--- src/rtl/rsa_pkg.sv ---
// ============================================================================
//  Module      : rsa_pkg
//  Description : Shared sizing and state encoding for the RSA byte loader.
//  Revision    : 1.0 - initial release
// ============================================================================
`default_nettype none

package rsa_pkg;

  localparam int KEY_BITS = 256;
  localparam int NBYTES   = KEY_BITS / 8;
  localparam int c_CNT_W  = $clog2(NBYTES);

  typedef logic [2:0] state_t;

  localparam state_t c_ST_GET_N = 3'd0;
  localparam state_t c_ST_GET_D = 3'd1;
  localparam state_t c_ST_GET_M = 3'd2;
  localparam state_t c_ST_START = 3'd3;
  localparam state_t c_ST_ARM   = 3'd4;
  localparam state_t c_ST_WAIT  = 3'd5;
  localparam state_t c_ST_SEND  = 3'd6;

  // Operand load order: N, then d, then M, then launch the core.
  function automatic state_t next_load_state(input state_t s);
    case (s)
      c_ST_GET_N: next_load_state = c_ST_GET_D;
      c_ST_GET_D: next_load_state = c_ST_GET_M;
      default:    next_load_state = c_ST_START;
    endcase
  endfunction

endpackage

`default_nettype wire

--- src/rtl/rsa_byte_loader.sv ---
// ============================================================================
//  Module      : rsa_byte_loader
//  Description : Byte-stream loader for N/d/M, core launch and result unloader.
//  Revision    : 1.0 - initial release
// ============================================================================
`default_nettype none

module rsa_byte_loader
  import rsa_pkg::*;
(
  input  logic                clk,
  input  logic                rst,
  input  logic [7:0]          in_data,
  input  logic                in_valid,
  output logic                in_ready,
  output logic [7:0]          out_data,
  output logic                out_valid,
  input  logic                out_ready,
  input  logic                key_reload,
  output logic                core_start,
  output logic [KEY_BITS-1:0] core_N,
  output logic [KEY_BITS-1:0] core_d,
  output logic [KEY_BITS-1:0] core_M,
  input  logic                core_ready,
  input  logic [KEY_BITS-1:0] core_S,
  output logic                key_loaded,
  output logic                busy
);

  localparam logic [c_CNT_W-1:0] c_LAST = c_CNT_W'(NBYTES - 1);

  state_t              r_state;
  logic [c_CNT_W-1:0]  r_cnt;
  logic [KEY_BITS-1:0] r_n;
  logic [KEY_BITS-1:0] r_d;
  logic [KEY_BITS-1:0] r_m;
  logic [KEY_BITS-1:0] r_res;
  logic                r_key_loaded;

  logic                w_get;
  logic                w_last;
  logic                w_reload;
  logic [KEY_BITS-1:0] w_sel;
  logic [KEY_BITS-1:0] w_shifted;

  assign w_get  = (r_state == c_ST_GET_N) || (r_state == c_ST_GET_D) || (r_state == c_ST_GET_M);
  assign w_last = (r_cnt == c_LAST);

  // A reload at a word boundary of N or d would be a no-op or lose a finished N.
  assign w_reload = key_reload &&
                    ((r_state == c_ST_GET_M) ||
                     (((r_state == c_ST_GET_N) || (r_state == c_ST_GET_D)) && (r_cnt != '0)));

  always_comb begin
    w_sel = r_m;
    case (r_state)
      c_ST_GET_N: w_sel = r_n;
      c_ST_GET_D: w_sel = r_d;
      default:    w_sel = r_m;
    endcase
  end

  assign w_shifted = {w_sel[KEY_BITS-9:0], in_data};

  always_ff @(posedge clk) begin
    if (rst) begin
      r_state      <= c_ST_GET_N;
      r_cnt        <= '0;
      r_n          <= '0;
      r_d          <= '0;
      r_m          <= '0;
      r_res        <= '0;
      r_key_loaded <= 1'b0;
    end else if (w_reload) begin
      r_state      <= c_ST_GET_N;
      r_cnt        <= '0;
      r_n          <= '0;
      r_d          <= '0;
      r_m          <= '0;
      r_key_loaded <= 1'b0;
    end else begin
      case (r_state)
        c_ST_GET_N, c_ST_GET_D, c_ST_GET_M: begin
          if (in_valid) begin
            case (r_state)
              c_ST_GET_N: r_n <= w_shifted;
              c_ST_GET_D: r_d <= w_shifted;
              default:    r_m <= w_shifted;
            endcase
            if (w_last) begin
              r_cnt   <= '0;
              r_state <= next_load_state(r_state);
              if (r_state == c_ST_GET_D) r_key_loaded <= 1'b1;
            end else begin
              r_cnt <= r_cnt + 1'b1;
            end
          end
        end
        c_ST_START: r_state <= c_ST_ARM;
        // core_ready may still be high from the previous run during ARM.
        c_ST_ARM:   r_state <= c_ST_WAIT;
        c_ST_WAIT: begin
          if (core_ready) begin
            r_res   <= core_S;
            r_state <= c_ST_SEND;
          end
        end
        c_ST_SEND: begin
          if (out_ready) begin
            r_res <= r_res << 8;
            if (w_last) begin
              r_cnt   <= '0;
              r_state <= c_ST_GET_M;
            end else begin
              r_cnt <= r_cnt + 1'b1;
            end
          end
        end
        default: r_state <= c_ST_GET_N;
      endcase
    end
  end

  assign in_ready   = w_get;
  assign out_valid  = (r_state == c_ST_SEND);
  assign out_data   = r_res[KEY_BITS-1 -: 8];
  assign core_start = (r_state == c_ST_START);
  assign busy       = (r_state == c_ST_ARM) || (r_state == c_ST_WAIT) || (r_state == c_ST_SEND);
  assign key_loaded = r_key_loaded;
  assign core_N     = r_n;
  assign core_d     = r_d;
  assign core_M     = r_m;

endmodule

`default_nettype wire

--- config.mk ---
export PLATFORM = sky130hd
export DESIGN_NAME = rsa_byte_loader
export DESIGN_NICKNAME = d
export VERILOG_FILES = /design/src/rtl/rsa_pkg.sv /design/src/rtl/rsa_byte_loader.sv
export SDC_FILE = /design/constraint.sdc
export NUM_CORES = 2
export LEC_CHECK = 0
export BUFFER_PORTS_ARGS = -buffer_cell sky130_fd_sc_hd__buf_4
export CORE_AREA = 2 2 414 416
export CTS_BUF_LIST = sky130_fd_sc_hd__clkbuf_16
export DETAILED_ROUTE_END_ITERATION = 8
export DIE_AREA = 0 0 416 418
export GPL_ROUTABILITY_DRIVEN = 0
export PLACE_DENSITY = 0.54
export SYNTH_ARGS = -nofsm -noshare
export SYNTH_HDL_FRONTEND = slang
export SYNTH_SLANG_ARGS = --single-unit
--- constraint.sdc ---
create_clock -name clk -period 2.1 [get_ports clk]
set_input_delay 0.315 -clock clk [delete_from_list [all_inputs] [get_ports clk]]
set_output_delay 0.315 -clock clk [all_outputs]
set_load 0.005 [all_outputs]
# Yosys cells after proc, flatten, opt, wreduce, memory -nomap -nowiden
# Cells that the tools add are included.
[word_totals]
in_bits = 270
wordCells = 58
out_inout_bits = 781
reg_bits = 1033
[classes]
bitwise = 2
mux = 15
addsub = 1
n_eq_ne = 12
reduce_logical = 21
[ops]
columns = ["operator", "n"]
rows = [
  ["$mux W256", 2],
  ["$pmux W256 S2", 1],
  ["$pmux W248 S2", 1],
  ["$mux W3", 5],
  ["$mux W5", 3],
  ["$pmux W3 S5", 1],
  ["$reduce_and A3 Y1", 4],
  ["$pmux W5 S2", 1],
  ["$eq A3 B3 Y1 const B", 3],
  ["$reduce_and A4 Y1", 2],
  ["$eq A3 B2 Y1 const B", 2],
  ["$ne A2 B2 Y1 const B", 3],
  ["$add A5 B1 Y5 const B", 1],
  ["$eq A5 B5 Y1 const B", 1],
  ["$logic_or A1 B1 Y1", 5],
  ["$reduce_and A5 Y1", 1],
  ["$reduce_bool A5 Y1", 1],
  ["$ne A2 B1 Y1 const B", 2],
  ["$pmux W2 S2", 1],
  ["$reduce_bool A2 Y1", 2],
  ["$reduce_or A2 Y1", 2],
  ["$eq A3 B1 Y1 const B", 1],
  ["$logic_not A3 Y1", 1],
  ["$reduce_or A3 Y1", 1],
  ["2 further kinds", 4],
]

# Logic depth before layout (Yosys ltp)
[logic_depth]
depth_word = 7
depth_mapped = 8

# Least setup slack after synthesis
# Ideal clock, no wire load.
[synth_path]
path_type = "flip-flop to flip-flop"
from = "register r_cnt[0]"
to = "register r_cnt[3]"
arrival_ps = 1656
stages_incl_launch_ff = 7
t_required_ps = 2030
synth_period_minus_slack_ps = 1726
n_path_buf = 1
setup_slack_ps = 374
cell_sequence = "dfxtp_1 ha_1 and3_1 ha_1 clkbuf_1 or4_1 a21oi_1"
[synth_via]
elab_chain_len = 5
elab_cells_between_ends = 11
classes_between = "1 x add/sub; 1 x eq/ne; 4 x mux; 5 x reduce/logical"
[synth_lines]
columns = ["element", "line", "source"]
rows = [
  ["start: declaration", "rsa_byte_loader.sv:33", "logic [c_CNT_W-1:0] r_cnt;"],
  ["start signal: assignment", "rsa_byte_loader.sv:95", "r_cnt <= r_cnt + 1'b1;"],
  ["start signal: assignment", "rsa_byte_loader.sv:115", "r_cnt <= r_cnt + 1'b1;"],
  ["branches (longest 5 deep; another with $add A5 B1 Y5)", "-", ""],
]
# Parallel ways; which one is timed is not known. The select of a mux whose other input is x is not followed.
# A chain may end at the register's enable or synchronous reset.

# Final worst setup path
[layout_path]
from = "register r_state[1]"
to = "register r_m[46], in the netlist core_M[46]"
[layout_via]
elab_chain_len = 6
elab_cells_between_ends = 13
classes_between = "2 x eq/ne; 1 x mux; 1 x bitwise; 9 x reduce/logical"
[layout_lines]
columns = ["element", "line", "source"]
rows = [
  ["start: declaration", "rsa_byte_loader.sv:32", "state_t r_state;"],
  ["start signal: assignment", "rsa_byte_loader.sv:67", "r_state <= c_ST_GET_N;"],
  ["start signal: assignment", "rsa_byte_loader.sv:75", "r_state <= c_ST_GET_N;"],
  ["start signal: assignment", "rsa_byte_loader.sv:92", "r_state <= next_load_state(r_state);"],
  ["$eq A3 B1 Y1 or $logic_not A3 Y1 (tied branches)", "-", ""],
  ["$logic_or A1 B1 Y1", "rsa_byte_loader.sv:52", "(((r_state == c_ST_GET_N) || (r_state == c_ST_GET_D)) && (r_cnt != '0)));"],
  ["$logic_and A1 B1 Y1", "rsa_byte_loader.sv:52", ""],
  ["$logic_or A1 B1 Y1", "rsa_byte_loader.sv:51", "((r_state == c_ST_GET_M) ||"],
  ["$logic_and A1 B1 Y1", "rsa_byte_loader.sv:50", "assign w_reload = key_reload &&"],
  ["$reduce_or A2 Y1 (no line)", "-", ""],
  ["end signal: assignment", "rsa_byte_loader.sv:88", "default: r_m <= w_shifted;"],
  ["end: declaration", "rsa_byte_loader.sv:36", "logic [KEY_BITS-1:0] r_m;"],
]
# Parallel ways exist; a longest one is shown, timed or not.

==> impl_results.md <==
- Outcome: complete, no violations
- Synth Warn #: 0
- Synth Area per Inst: 8.313 um2
- Maximum vdd drop: 0.7890 mV
- R2R Path Start: r_state[1]
- Worst path arrival time: 2.68 ns
- Post-synth EDFFs: 0
- Dpl hpwl: 127000 um
- CP startpoint kind: flop
- First-pass DRT Iterations: 7
- Register area share after synthesis: 49.89%
- Post-synth top area cell: dfxtp_1
- Crit Path Max Fanout: 48
- Place WS: 0.2178 ns
- Die width: 416 um
- Initial antenna violation count: 0
- CTS clk-pin slew, worst paths: 0.06 ns
- Vias post-DR: 42.21k
- Mapped Cells: 4986
- Final period util: 95.73%
- PortBufs: 1050
- WL final: 185500 um
- Ys async rst share: 0%
- Final instance area: 0.05932 mm2
- Seq pwr share: 45.8%
- Internal power: 0.03269 W
- Max Cap Viol: 0
- Row count: 151
- # IOs: 1051
- Synth Register Bits: 1033
- Synth Net Count: 5259
- Top_reg_cell synth: dfxtp_1
- Die area: 0.1739 mm2
- Power Dens Cells: 723.2 mW/mm2
- Layout Skew: 0.03704 ns
- DR vias/cell: 5.030
- Final Hold Violating Endpoints: 0
- Crit path top cell by count: buf_4
- Worst Max-Slew Pin Slew: 0.9120 ns
- DRT antenna net count: 0
- CTS root buffer: clkbuf_16
- Final min period: 2.010 ns
- Gr usage total: 19.52%
- Residual DRC: 0
- Placement Cell Area: 0.05198 mm2
- TritonCTS Buffers: 118
- Fmax: 497.4 MHz
- HP Class: input pin to flop
- Post-Route Utilization: 35.08%
- WL/cell: 22.11 um
- Synthesized cell area: 0.04145 mm2
- Max-slew violations: 0
- Req. time, crit path: 2.76 ns
- Area delta synth->final: 43.11%
- Rel. slew slack: 39.20%
- Critical Path Source: r_state[1]
- R2r endpoint: core_M[46]
- Synth top cells by count: 1294 x nand2_1, 1033 x dfxtp_1, 784 x a21oi_1, 496 x nand4b_1, 331 x clkbuf_1
- Clk pwr share: 48.2%
- Most common cell in the netlist: nand2_1
- Initial Util: 24.51%
- Largest net degree at the start of global routing: 186
- Post-synthesis cell type count: 38
- Power Total: 0.04290 W
- Switching share of total power: 23.80%
- R2R depth: 6
- Worst R2R Setup Slack: 0.09 ns
- Share of layout cells above drive strength 1: 23.83%
- Clk_lat worst skew: 0.76 ns
- Longest Clk Path Bufs: 3
- Crit Path Class: flop to flop
- Global-route wire length before repair: 260700 um
- Net count, final: 6352
- Slowest-stage cell, CP: buf_4
- Cell Chain, Critical Path: buf_6 > buf_4 > buf_4 > buf_4 > nand4b_1 > a21oi_1
- Initial drt markers: 3790
- Final Setup Violations: 0
- Crit end category: flop
- Static Leak: 21.57 nW
- Htree depth: 3
- RSZ-0062 raised after global routing: no
- Worst Setup EP: core_M[46]
- Synth area leaders: dfxtp_1 50%, nand2_1 12%, nand4b_1 10%
- Die H: 418 um
- GRT overflow: 0
- Comb pwr share: 6.0%
- Core region area: 0.1691 mm2
- Top cell type's share of synthesized area: 49.89%
- Crit path largest cell delay: 0.53 ns
- Antenna fix cells: 0
- Vias in the first global route: 38.84k
- CTS tree: done
- Clk sinks: 1033
- Setup ws final: 0.08960 ns
- Switching power: 0.01021 W
-- metrics by stage --
| step | cells | setup TNS [ns] | hold WS [ns] |
|---|---|---|---|
| floorplan | 4986 | 0 | 0.4461 |
| global placement | 7869 | 0 | 0.4468 |
| detailed placement | 7869 | 0 | 0.4470 |
| CTS | 8358 | -0.006672 | 0.05067 |
| global route | 8390 | 0 | 0.3601 |
| finish | 8390 | 0 | 0.3929 |
-- repair_timing --
item | CTS | global route
gates resized for setup | 11 | 37
pin swaps | 0 | 4
hold buffers | 268 | 0
endpoints found under the hold margin | 298 | 0
gates cloned | 2 | 14
setup buffers | 6 | 19
setup endpoints to repair | 4 | 413
-- registers in the layout (all words and copies together), names as in the netlist --
signal and cells:
r_res 256, core_N 256, core_d 256, r_cnt 5, r_state 3, key_loaded 1, core_M 256
-- per-layer routing --
layer / up-vias / wire length (um) / part of all wire, % / track usage, %
met5: - / 0 / 0 / 0
met4: 0 / 8595 / 4.6 / 9.313
met3: 314 / 12520 / 6.8 / 4.480
met2: 1584 / 89580 / 48 / 32.58
met1: 20390 / 74800 / 40 / 23.65
li1: 19920 / - / - / -
-- power by group through the flow --
| stage | clock network, W | logic (W) | registers (W) |
|---|---|---|---|
| floorplan | 0 | 0.000839 | 0.0201 |
| global placement | 0 | 0.00185 | 0.0201 |
| detailed placement | 0 | 0.00185 | 0.0201 |
| CTS | 0.0212 | 0.00229 | 0.0196 |
| global route | 0.0220 | 0.00272 | 0.0196 |
| finish | 0.0207 | 0.00258 | 0.0196 |
-- critical path, delay by kind of cell, from the launching register on --
family	cells	cell delay, ns
buf+inv	4	1.12
flops	1	0.36
simple gates	1	0.22
compound gates	1	0.17
-- cell type report --
class	instances	area, um2
timing repair buffer	1548	13700
inverter	3	18.77
fill	17280	109800
multi-input combinational	3375	18310
clock buffer	122	3053
tap	2218	2775
sequential	1033	20690
clock inverter	91	767.0
-- logic make-up after synthesis --
logic type      synth area share, %
fa+ha+maj                   0.09057
compound gates                14.90
simple gates                  28.86
flops                         49.89
buf+inv                       6.234
mux                         0.02415
-- cell usage in the layout, fill, tap and decap left out, types with 10 or more instances in the layout --
cell type,netlist,final
buf_6,9,12
a311oi_1,249,249
nand2_1,1294,1294
buf_12,0,72
inv_1,2,24
clkinv_1,0,30
bufinv_16,0,12
nand4_1,248,248
dlygate4sd3_1,0,268
buf_4,44,1169
dfxtp_1,1033,1030
clkinv_2,0,12
nor2_1,252,251
a21oi_1,784,771
a21oi_2,1,13
clkbuf_16,0,132
nand4b_1,496,496
buf_16,0,10
-- how the worst min path moves through the flow --
| stage | from | end | slack, ns | cells after the start |
|---|---|---|---|---|
| floorplan | r_res[0] | r_res[0] | 0.45 | 2 |
| global placement | core_M[254] | core_M[254] | 0.45 | 2 |
| detailed placement | core_N[248] | core_N[248] | 0.45 | 2 |
| CTS | key_reload | core_N[45] | 0.05 | 4 |
| global route | core_S[173] | r_res[173] | 0.36 | 4 |
| finish | key_reload | core_M[22] | 0.39 | 5 |
No activity file was read; power rests on OpenSTA's default activity.
